==> config.mk <==
export PLATFORM = sky130hd
export DESIGN_NAME = muldiv_ctrl_flat
export DESIGN_NICKNAME = d
export VERILOG_FILES = /design/src/rtl/muldiv_ctrl_if.sv /design/src/rtl/muldiv_ctrl.sv /design/src/flat_wrapper.sv
export SDC_FILE = /design/constraint.sdc
export NUM_CORES = 1
export LEC_CHECK = 0
export ABC_AREA = 0
export CORE_MARGIN = 2
export CORE_UTILIZATION = 35
export DETAILED_ROUTE_END_ITERATION = 6
export PLACE_DENSITY = 0.81
export SLEW_MARGIN = 20
export SYNTH_ARGS = -nofsm -noshare
export SYNTH_HDL_FRONTEND = slang
export SYNTH_SLANG_ARGS = --single-unit
==> constraint.sdc <==
create_clock -name clk -period 2.6 [get_ports clk]
set_input_delay 0.65 -clock clk [delete_from_list [all_inputs] [get_ports clk]]
set_output_delay 0.65 -clock clk [all_outputs]
set_load 0.01 [all_outputs]
==> src/rtl/muldiv_ctrl_if.sv <==
// Request handshake between the control unit and the HI/LO sequencing controller.
// The control unit is the master; muldiv_ctrl is the slave.
interface muldiv_ctrl_if;
    logic        req_valid;
    logic [2:0]  req_op;
    logic [31:0] req_a;
    logic [31:0] req_b;
    logic        req_ready;

    modport master (output req_valid, req_op, req_a, req_b, input req_ready);
    modport slave  (input req_valid, req_op, req_a, req_b, output req_ready);
endinterface

==> src/rtl/muldiv_ctrl.sv <==
// Sequencing controller for the MIPS HI/LO resources: issues start pulses to the
// shared multiplier/divider, waits for completion with a timeout, and owns HI/LO.
module muldiv_ctrl #(
    parameter int TIMEOUT = 48,
    parameter int CNT_W   = 6
) (
    input  logic               clk,
    input  logic               rst,
    muldiv_ctrl_if.slave       req,
    output logic [31:0]        op_a,
    output logic [31:0]        op_b,
    output logic               mult_start,
    input  logic               mult_end,
    input  logic [31:0]        mult_hi,
    input  logic [31:0]        mult_lo,
    output logic               div_start,
    input  logic               div_end,
    input  logic [31:0]        div_hi,
    input  logic [31:0]        div_lo,
    output logic [31:0]        hi,
    output logic [31:0]        lo,
    output logic               done,
    output logic               div_zero,
    output logic               err
);

    typedef enum logic [2:0] {
        IDLE,
        M_ISSUE,
        M_WAIT,
        D_ISSUE,
        D_WAIT,
        DONE
    } state_t;

    localparam logic [2:0] OP_MULT = 3'b001;
    localparam logic [2:0] OP_DIV  = 3'b010;
    localparam logic [2:0] OP_MTHI = 3'b011;
    localparam logic [2:0] OP_MTLO = 3'b100;

    localparam logic [CNT_W-1:0] CNT_LAST = CNT_W'(TIMEOUT - 1);

    state_t           state;
    logic [CNT_W-1:0] wait_cnt;

    assign req.req_ready = (state == IDLE);

    // End levels are only looked at in the WAIT states, so a stale end left high
    // by the previous operation is never mistaken for completion.
    always_ff @(posedge clk) begin
        if (rst) begin
            state      <= IDLE;
            wait_cnt   <= '0;
            op_a       <= '0;
            op_b       <= '0;
            hi         <= '0;
            lo         <= '0;
            mult_start <= 1'b0;
            div_start  <= 1'b0;
            done       <= 1'b0;
            div_zero   <= 1'b0;
            err        <= 1'b0;
        end else begin
            mult_start <= 1'b0;
            div_start  <= 1'b0;
            done       <= 1'b0;
            case (state)
                IDLE: begin
                    if (req.req_valid) begin
                        case (req.req_op)
                            OP_MULT: begin
                                op_a       <= req.req_a;
                                op_b       <= req.req_b;
                                div_zero   <= 1'b0;
                                err        <= 1'b0;
                                mult_start <= 1'b1;
                                state      <= M_ISSUE;
                            end
                            OP_DIV: begin
                                op_a <= req.req_a;
                                op_b <= req.req_b;
                                err  <= 1'b0;
                                if (req.req_b == 32'd0) begin
                                    div_zero <= 1'b1;
                                    done     <= 1'b1;
                                    state    <= DONE;
                                end else begin
                                    div_zero  <= 1'b0;
                                    div_start <= 1'b1;
                                    state     <= D_ISSUE;
                                end
                            end
                            OP_MTHI: begin
                                hi       <= req.req_a;
                                div_zero <= 1'b0;
                                err      <= 1'b0;
                                done     <= 1'b1;
                                state    <= DONE;
                            end
                            OP_MTLO: begin
                                lo       <= req.req_a;
                                div_zero <= 1'b0;
                                err      <= 1'b0;
                                done     <= 1'b1;
                                state    <= DONE;
                            end
                            default: state <= IDLE;
                        endcase
                    end
                end
                M_ISSUE: begin
                    wait_cnt <= '0;
                    state    <= M_WAIT;
                end
                M_WAIT: begin
                    if (mult_end) begin
                        hi    <= mult_hi;
                        lo    <= mult_lo;
                        done  <= 1'b1;
                        state <= DONE;
                    end else if (wait_cnt == CNT_LAST) begin
                        err   <= 1'b1;
                        done  <= 1'b1;
                        state <= DONE;
                    end else begin
                        wait_cnt <= wait_cnt + 1'b1;
                    end
                end
                D_ISSUE: begin
                    wait_cnt <= '0;
                    state    <= D_WAIT;
                end
                D_WAIT: begin
                    if (div_end) begin
                        hi    <= div_hi;
                        lo    <= div_lo;
                        done  <= 1'b1;
                        state <= DONE;
                    end else if (wait_cnt == CNT_LAST) begin
                        err   <= 1'b1;
                        done  <= 1'b1;
                        state <= DONE;
                    end else begin
                        wait_cnt <= wait_cnt + 1'b1;
                    end
                end
                DONE:    state <= IDLE;
                default: state <= IDLE;
            endcase
        end
    end

endmodule
==> src/flat_wrapper.sv <==
// flat-port wrapper written by rule: the top's interface ports become plain ports
module muldiv_ctrl_flat 
#(
    parameter int TIMEOUT = 48,
    parameter int CNT_W   = 6
)
  (clk, rst, op_a, op_b, mult_start, mult_end, mult_hi, mult_lo, div_start, div_end, div_hi, div_lo, hi, lo, done, div_zero, err, req_req_valid, req_req_op, req_req_a, req_req_b, req_req_ready);
  muldiv_ctrl_if req_i ();
  input  logic clk;
  input  logic rst;
  output logic [31:0] op_a;
  output logic [31:0] op_b;
  output logic mult_start;
  input  logic mult_end;
  input  logic [31:0] mult_hi;
  input  logic [31:0] mult_lo;
  output logic div_start;
  input  logic div_end;
  input  logic [31:0] div_hi;
  input  logic [31:0] div_lo;
  output logic [31:0] hi;
  output logic [31:0] lo;
  output logic done;
  output logic div_zero;
  output logic err;
  input wire logic [$bits(req_i.req_valid)-1:0] req_req_valid;
  input wire logic [$bits(req_i.req_op)-1:0] req_req_op;
  input wire logic [$bits(req_i.req_a)-1:0] req_req_a;
  input wire logic [$bits(req_i.req_b)-1:0] req_req_b;
  output wire logic [$bits(req_i.req_ready)-1:0] req_req_ready;
  assign req_i.req_valid = req_req_valid;
  assign req_i.req_op = req_req_op;
  assign req_i.req_a = req_req_a;
  assign req_i.req_b = req_req_b;
  assign req_req_ready = req_i.req_ready;
  muldiv_ctrl #(.TIMEOUT(TIMEOUT), .CNT_W(CNT_W)) u_core (.clk(clk), .rst(rst), .req(req_i), .op_a(op_a), .op_b(op_b), .mult_start(mult_start), .mult_end(mult_end), .mult_hi(mult_hi), .mult_lo(mult_lo), .div_start(div_start), .div_end(div_end), .div_hi(div_hi), .div_lo(div_lo), .hi(hi), .lo(lo), .done(done), .div_zero(div_zero), .err(err));
endmodule
==> impl_metrics.tcl, run 1 <==
set metrics [dict create \
    status "finished, final reports clean" \
    critPathMaxFanout 13 \
    cts_setup_buffers 0 \
    reg2reg_to "u_core.hi[24]" \
    syn-cell-area_um2 6190 \
    routed-wl-met3_mm 2.21 \
    power.density_nw_per_um2 682 \
    power_w 0.00708 \
    synthCells 737 \
    routed_wl_mm 24.4 \
    synth.most_common_cell "nand2_1" \
    cts_tree "done" \
    worstHoldStart "u_core.op_b[0]" \
    r2r_setup_slack_ns 0.43 \
    grt_max_degree 71 \
    hold_path.class "flip-flop to flip-flop" \
    drtIter0Drc 369 \
    wl_met2_mm 12.4 \
    syn_area_per_cell_um2 8.40 \
    multiInputGateArea_um2 2990 \
    seq_area_um2 2840 \
    yosysTopAreaCell "dfxtp_1" \
    fin_worst_skew_ns 0.00871 \
    synth_ff_type "dfxtp_1" \
    antenna_found_initial 0 \
    ir_drop_uv 458 \
    path_cells "nor3_2, clkdlybuf4s50_1" \
    drtPass1Iterations 5 \
    row_count 48 \
    synth_nets 938 \
    max_slew_margin_pct 60.9 \
    yosys-top-cells-area "dfxtp_1 46%, a21oi_1 11%, nand2_1 10%" \
    crit_end "req_req_ready" \
    layout.nets 1247 \
    die_y_um 137 \
    slowest_stage "clkdlybuf4s50_1" \
    cap_violations 0 \
    drc_errors 0 \
    grt_pass1_vias 6708 \
    required_ns 1.95 \
    ios 334 \
    max_freq_mhz 408 \
    dp.final_hpwl_mm 17.8 \
    worstRegToRegCells 7 \
    wl_per_cell_um 19.0 \
    areaGrowthSynthToFinish_pct 67.9 \
    dp_cells 1252 \
    timing.setup.tns_ns 0 \
    final_max_slew_viol_count 0 \
    max_stage_delay_ns 0.59 \
    initial_core_util_pct 35.8 \
    post_cts_resized 0 \
    finalSetupViolations 0 \
    worst_pin_slew_ns 0.586 \
    dp_slack_ns -0.0878 \
    period_share_pct 94.3 \
    cp-end-kind "output pin" \
    grt_usage_pct 24.9 \
    cts_hold_buf 0 \
    fin_ws_ns 0.148 \
    cp.arrival_ns 1.80 \
    h-tree-depth 4 \
    synth_common_cells "173 x nand2_1, 142 x dfxtp_1, 138 x a21oi_1" \
    leakage_nw 3.52 \
    wl_met1_mm 9.39 \
    yosysWarnings 0 \
    startpoint_type "flip-flop" \
    fillers 1521 \
    clkSinkCount 142 \
    ys_types 43 \
    finalCriticalPeriod_ns 2.45 \
    die-area_um2 18800 \
    drive_gt1_share_pct 6.61 \
    ys_ff_latch 142 \
    clock_path_buffers 2 \
    fin_cells 1284 \
    root_buffer "clkbuf_16" \
    gp_congestion 0.876 \
    async_flop_share_pct 0 \
    worstReg2RegStart "u_core.state[0]" \
    hold_violations 0 \
    vias_per_cell 5.53 \
    port_buffers 333 \
    vias 7101 \
    rsz0062_at_grt "false" \
    cts_inserted_buffers 17 \
    diodes 0 \
    ys_seq_area_share_pct 45.9 \
    grt_pass1_wl_mm 36.0 \
    postRouteAntennaNets 0 \
    yosys.area.top_type_share_pct 45.9 \
    dr.max_layer_used "met4" \
    startpoint "u_core.state[2]" \
    grt.overflow.total 0 \
    synth_edf_count 0 \
    clock_latency_ns 0.41 \
    clkTransAtPathRegs_ns 0.06 \
    die_width_um 137 \
    path_class "flip-flop to output pin" \
    core_area_um2 17300 \
]
## logic make-up after synthesis
| family | Yosys count | synth area share [%] |
|---|---|---|
| xor gates and xnor gates | 1 | 0.142 |
| buffers and inverters | 75 | 6.29 |
| and+or+nand+nor | 225 | 16.0 |
| DFF | 142 | 45.9 |
| AOI/OAI and AO/OA | 287 | 30.5 |
| adders and majority gates | 1 | 0.202 |
| muxes | 6 | 0.971 |
## worst max-delay path: cells and delay by family, from the launching register on
kind,cells,cell delay [ns]
buf+inv,1,0.59
flops,1,0.46
simple gates,1,0.34
## cells in the final DEF, fill, tap and decap left out, types with 3 or more instances in the layout
cell type	synthesis	layout
o211ai_1	3	3
dfxtp_1	142	142
clkdlybuf4s50_1	0	332
nand3_1	5	5
bufinv_16	0	3
nor2_1	5	4
or3b_2	3	3
nor4_1	9	9
a22oi_1	64	64
nand2_1	173	173
o21ai_0	5	5
inv_6	0	3
buf_4	0	19
clkinv_2	0	4
nand2b_1	6	6
and4_1	3	3
inv_1	5	5
a311oi_1	64	64
clkbuf_16	0	17
mux2i_1	6	6
buf_12	0	9
a21oi_1	138	138
## through the flow
step	hold WS (ns)	util, %	instance area (um^2)
final	0.453	60.1	10400
after global routing	0.474	60.1	10400
after CTS	0.455	60.0	10400
after detailed placement	0.447	56.5	9780
after global placement	0.440	56.5	9780
after floorplan	0.452	-	6190
## sequential cells by signal, indices dropped and copies added (netlist names)
| register | flops |
|---|---|
| u_core.div_start | 1 |
| u_core.div_zero | 1 |
| u_core.done | 1 |
| u_core.err | 1 |
| u_core.hi | 32 |
| u_core.lo | 32 |
| u_core.mult_start | 1 |
| u_core.op_a | 32 |
| u_core.op_b | 32 |
| u_core.state | 3 |
| u_core.wait_cnt | 6 |
## metal layers
layer | track usage, % | up-vias
met1 | 29.5 | 3379
li1 | - | 3349
met5 | 0 | -
met3 | 6.93 | 33
met2 | 43.4 | 340
met4 | 7.56 | 0
## cell type report
type                       count  area share [%]
clock buffer                  19            4.26
clock inverter                13            1.55
inverter                       5           0.181
multi-input combinational    520            28.8
sequential                   142            27.4
tap                          225            2.71
timing repair buffer         360            35.1
## how the worst min path moves through the flow
stage                         endpoint  slack (ns)  cells after the start
finish                  u_core.op_b[0]        0.45                      2
global route            u_core.op_b[5]        0.47                      2
CTS                    u_core.op_b[21]        0.45                      2
detailed placement     u_core.op_b[21]        0.45                      2
global placement       u_core.op_b[13]        0.44                      2
floorplan           u_core.wait_cnt[5]        0.45                      2
## report_power, final
| part | total, W | internal (W) | switching (W) |
|---|---|---|---|
| registers | 0.00254 | 0.00240 | 0.000137 |
| clock network | 0.00251 | 0.00154 | 0.000967 |
| logic | 0.00203 | 0.00102 | 0.00101 |
| total | 0.00708 | 0.00497 | 0.00212 |
(Power assumes the default switching activity.)
==> inputs of run 2 (changes only) <==
- CORE_ASPECT_RATIO: default -> 2
- RECOVER_POWER: default -> 50
==> impl_metrics.tcl, run 2 (synthesis results as in run 1) <==
set metrics [dict create \
    grt_pass1_vias 7226 \
    design_area_um2 10300 \
    final_common_cell "clkdlybuf4s50_1" \
    die-area_um2 18800 \
    postRouteAntennaNets 0 \
    antenna_found_initial 1 \
    multiInputGateArea_um2 2990 \
    gp_congestion 0.912 \
    h-tree-depth 4 \
    seq_area_um2 2840 \
    row_count 68 \
    cts_inserted_buffers 17 \
    place_area_um2 9750 \
    core_area_um2 17300 \
    drive_gt1_share_pct 5.88 \
    startpoint "u_core.state[2]" \
    timing.setup.tns_ns 0 \
    layout.nets 1246 \
    dp_cells 1236 \
    startpoint_type "flip-flop" \
    worst_pin_slew_ns 0.959 \
    grt_pass1_wl_mm 38.2 \
    worstReg2RegStart "u_core.state[2]" \
    cp-end-kind "output pin" \
    cts_hold_buf 0 \
    worstHoldStart "u_core.op_a[13]" \
    clkSinkCount 142 \
    cp.arrival_ns 1.77 \
    clkTransAtPathRegs_ns 0.06 \
    drc_errors 0 \
    vias 7137 \
    dp.final_hpwl_mm 18.7 \
    max_freq_mhz 413 \
    finalCriticalPeriod_ns 2.42 \
    post-route-util_pct 59.9 \
    power.density_nw_per_um2 680 \
    fin_worst_skew_ns 0.0110 \
    port_buffers 333 \
    grt_usage_pct 26.1 \
    final_max_slew_viol_count 0 \
    finalSetupViolations 0 \
    ir_drop_uv 429 \
    grt.overflow.total 0 \
    max_slew_margin_pct 35.9 \
    ios 334 \
    root_buffer "clkbuf_16" \
    routed_wl_mm 25.4 \
    initial_core_util_pct 35.8 \
    drtIter0Drc 343 \
    path_class "flip-flop to output pin" \
    die_y_um 192 \
    drtPass1Iterations 7 \
    post_cts_resized 0 \
    final_cell_mix "202 x clkdlybuf4s50_1, 173 x nand2_1, 142 x dfxtp_1" \
    fin_hold_ws_ns 0.448 \
    period_share_pct 93.1 \
    hold_path.class "flip-flop to flip-flop" \
    grt_max_degree 98 \
    die_width_um 98.0 \
    required_ns 1.95 \
    status "finished, final reports clean" \
    clock_latency_ns 0.42 \
    rsz0062_at_grt "false" \
    cts_tree "done" \
    areaGrowthSynthToFinish_pct 67.2 \
    cts_setup_buffers 0 \
    clock_path_buffers 2 \
    wl_per_cell_um 20.0 \
    leakage_nw 3.90 \
    cap_violations 0 \
    vias_per_cell 5.64 \
    critPathMaxFanout 13 \
    fin_cells 1266 \
    fillers 1496 \
    hold_violations 0 \
]
[run 2: worst paths after layout]
kind	to	slack (ns)	depth (start not counted)
max	req_req_ready	0.18	3
min	u_core.op_a[13]	0.45	2
max reg2reg	u_core.lo[0]	0.30	4
min reg2reg	u_core.op_a[13]	0.45	2
[run 2: metrics by stage]
stage | setup WS, ns | power, W
after floorplan | 0.477 | 0.00348
after global placement | -0.119 | 0.00460
after detailed placement | -0.136 | 0.00463
after CTS | 0.174 | 0.00716
after global routing | 0.0655 | 0.00732
final | 0.179 | 0.00704
[run 2: worst max-delay path, stage by stage, from the launching register on]
cell             delay, ns
dfxtp_1               0.44
nor3_1                0.23
buf_4                 0.16
clkdlybuf4s50_1       0.53
[run 2: metal layers]
| layer | share of wire [%] | vias to the layer above | GRT usage [%] |
|---|---|---|---|
| met5 | 0 | - | 0 |
| met4 | 4.4 | 0 | 13.7 |
| met3 | 6.5 | 65 | 5.71 |
| met2 | 54 | 346 | 48.5 |
| met1 | 35 | 3376 | 26.9 |
| li1 | - | 3350 | - |
[run 2: final cells by class]
cell class / instances / area share, %
clock inverters: 8 / 1.35
clock buffers: 21 / 4.45
multi-input cells: 520 / 28.9
flip-flops and latches: 142 / 27.5
inverters: 5 / 0.181
repair buffers: 359 / 35.1
diodes: 1 / 0.0242
well taps: 210 / 2.54
[run 2: power by group]
| part | switching, W | internal, W | total [W] |
|---|---|---|---|
| logic | 0.00102 | 0.000948 | 0.00197 |
| clock network | 0.000896 | 0.00163 | 0.00253 |
| registers | 0.000131 | 0.00240 | 0.00254 |
| total | 0.00205 | 0.00499 | 0.00704 |
==> inputs of run 3 (changes only) <==
- CAP_MARGIN: default -> 20
==> results of run 3 <==
Same layout as run 2: the final DEF is identical, and so are final timing and power.
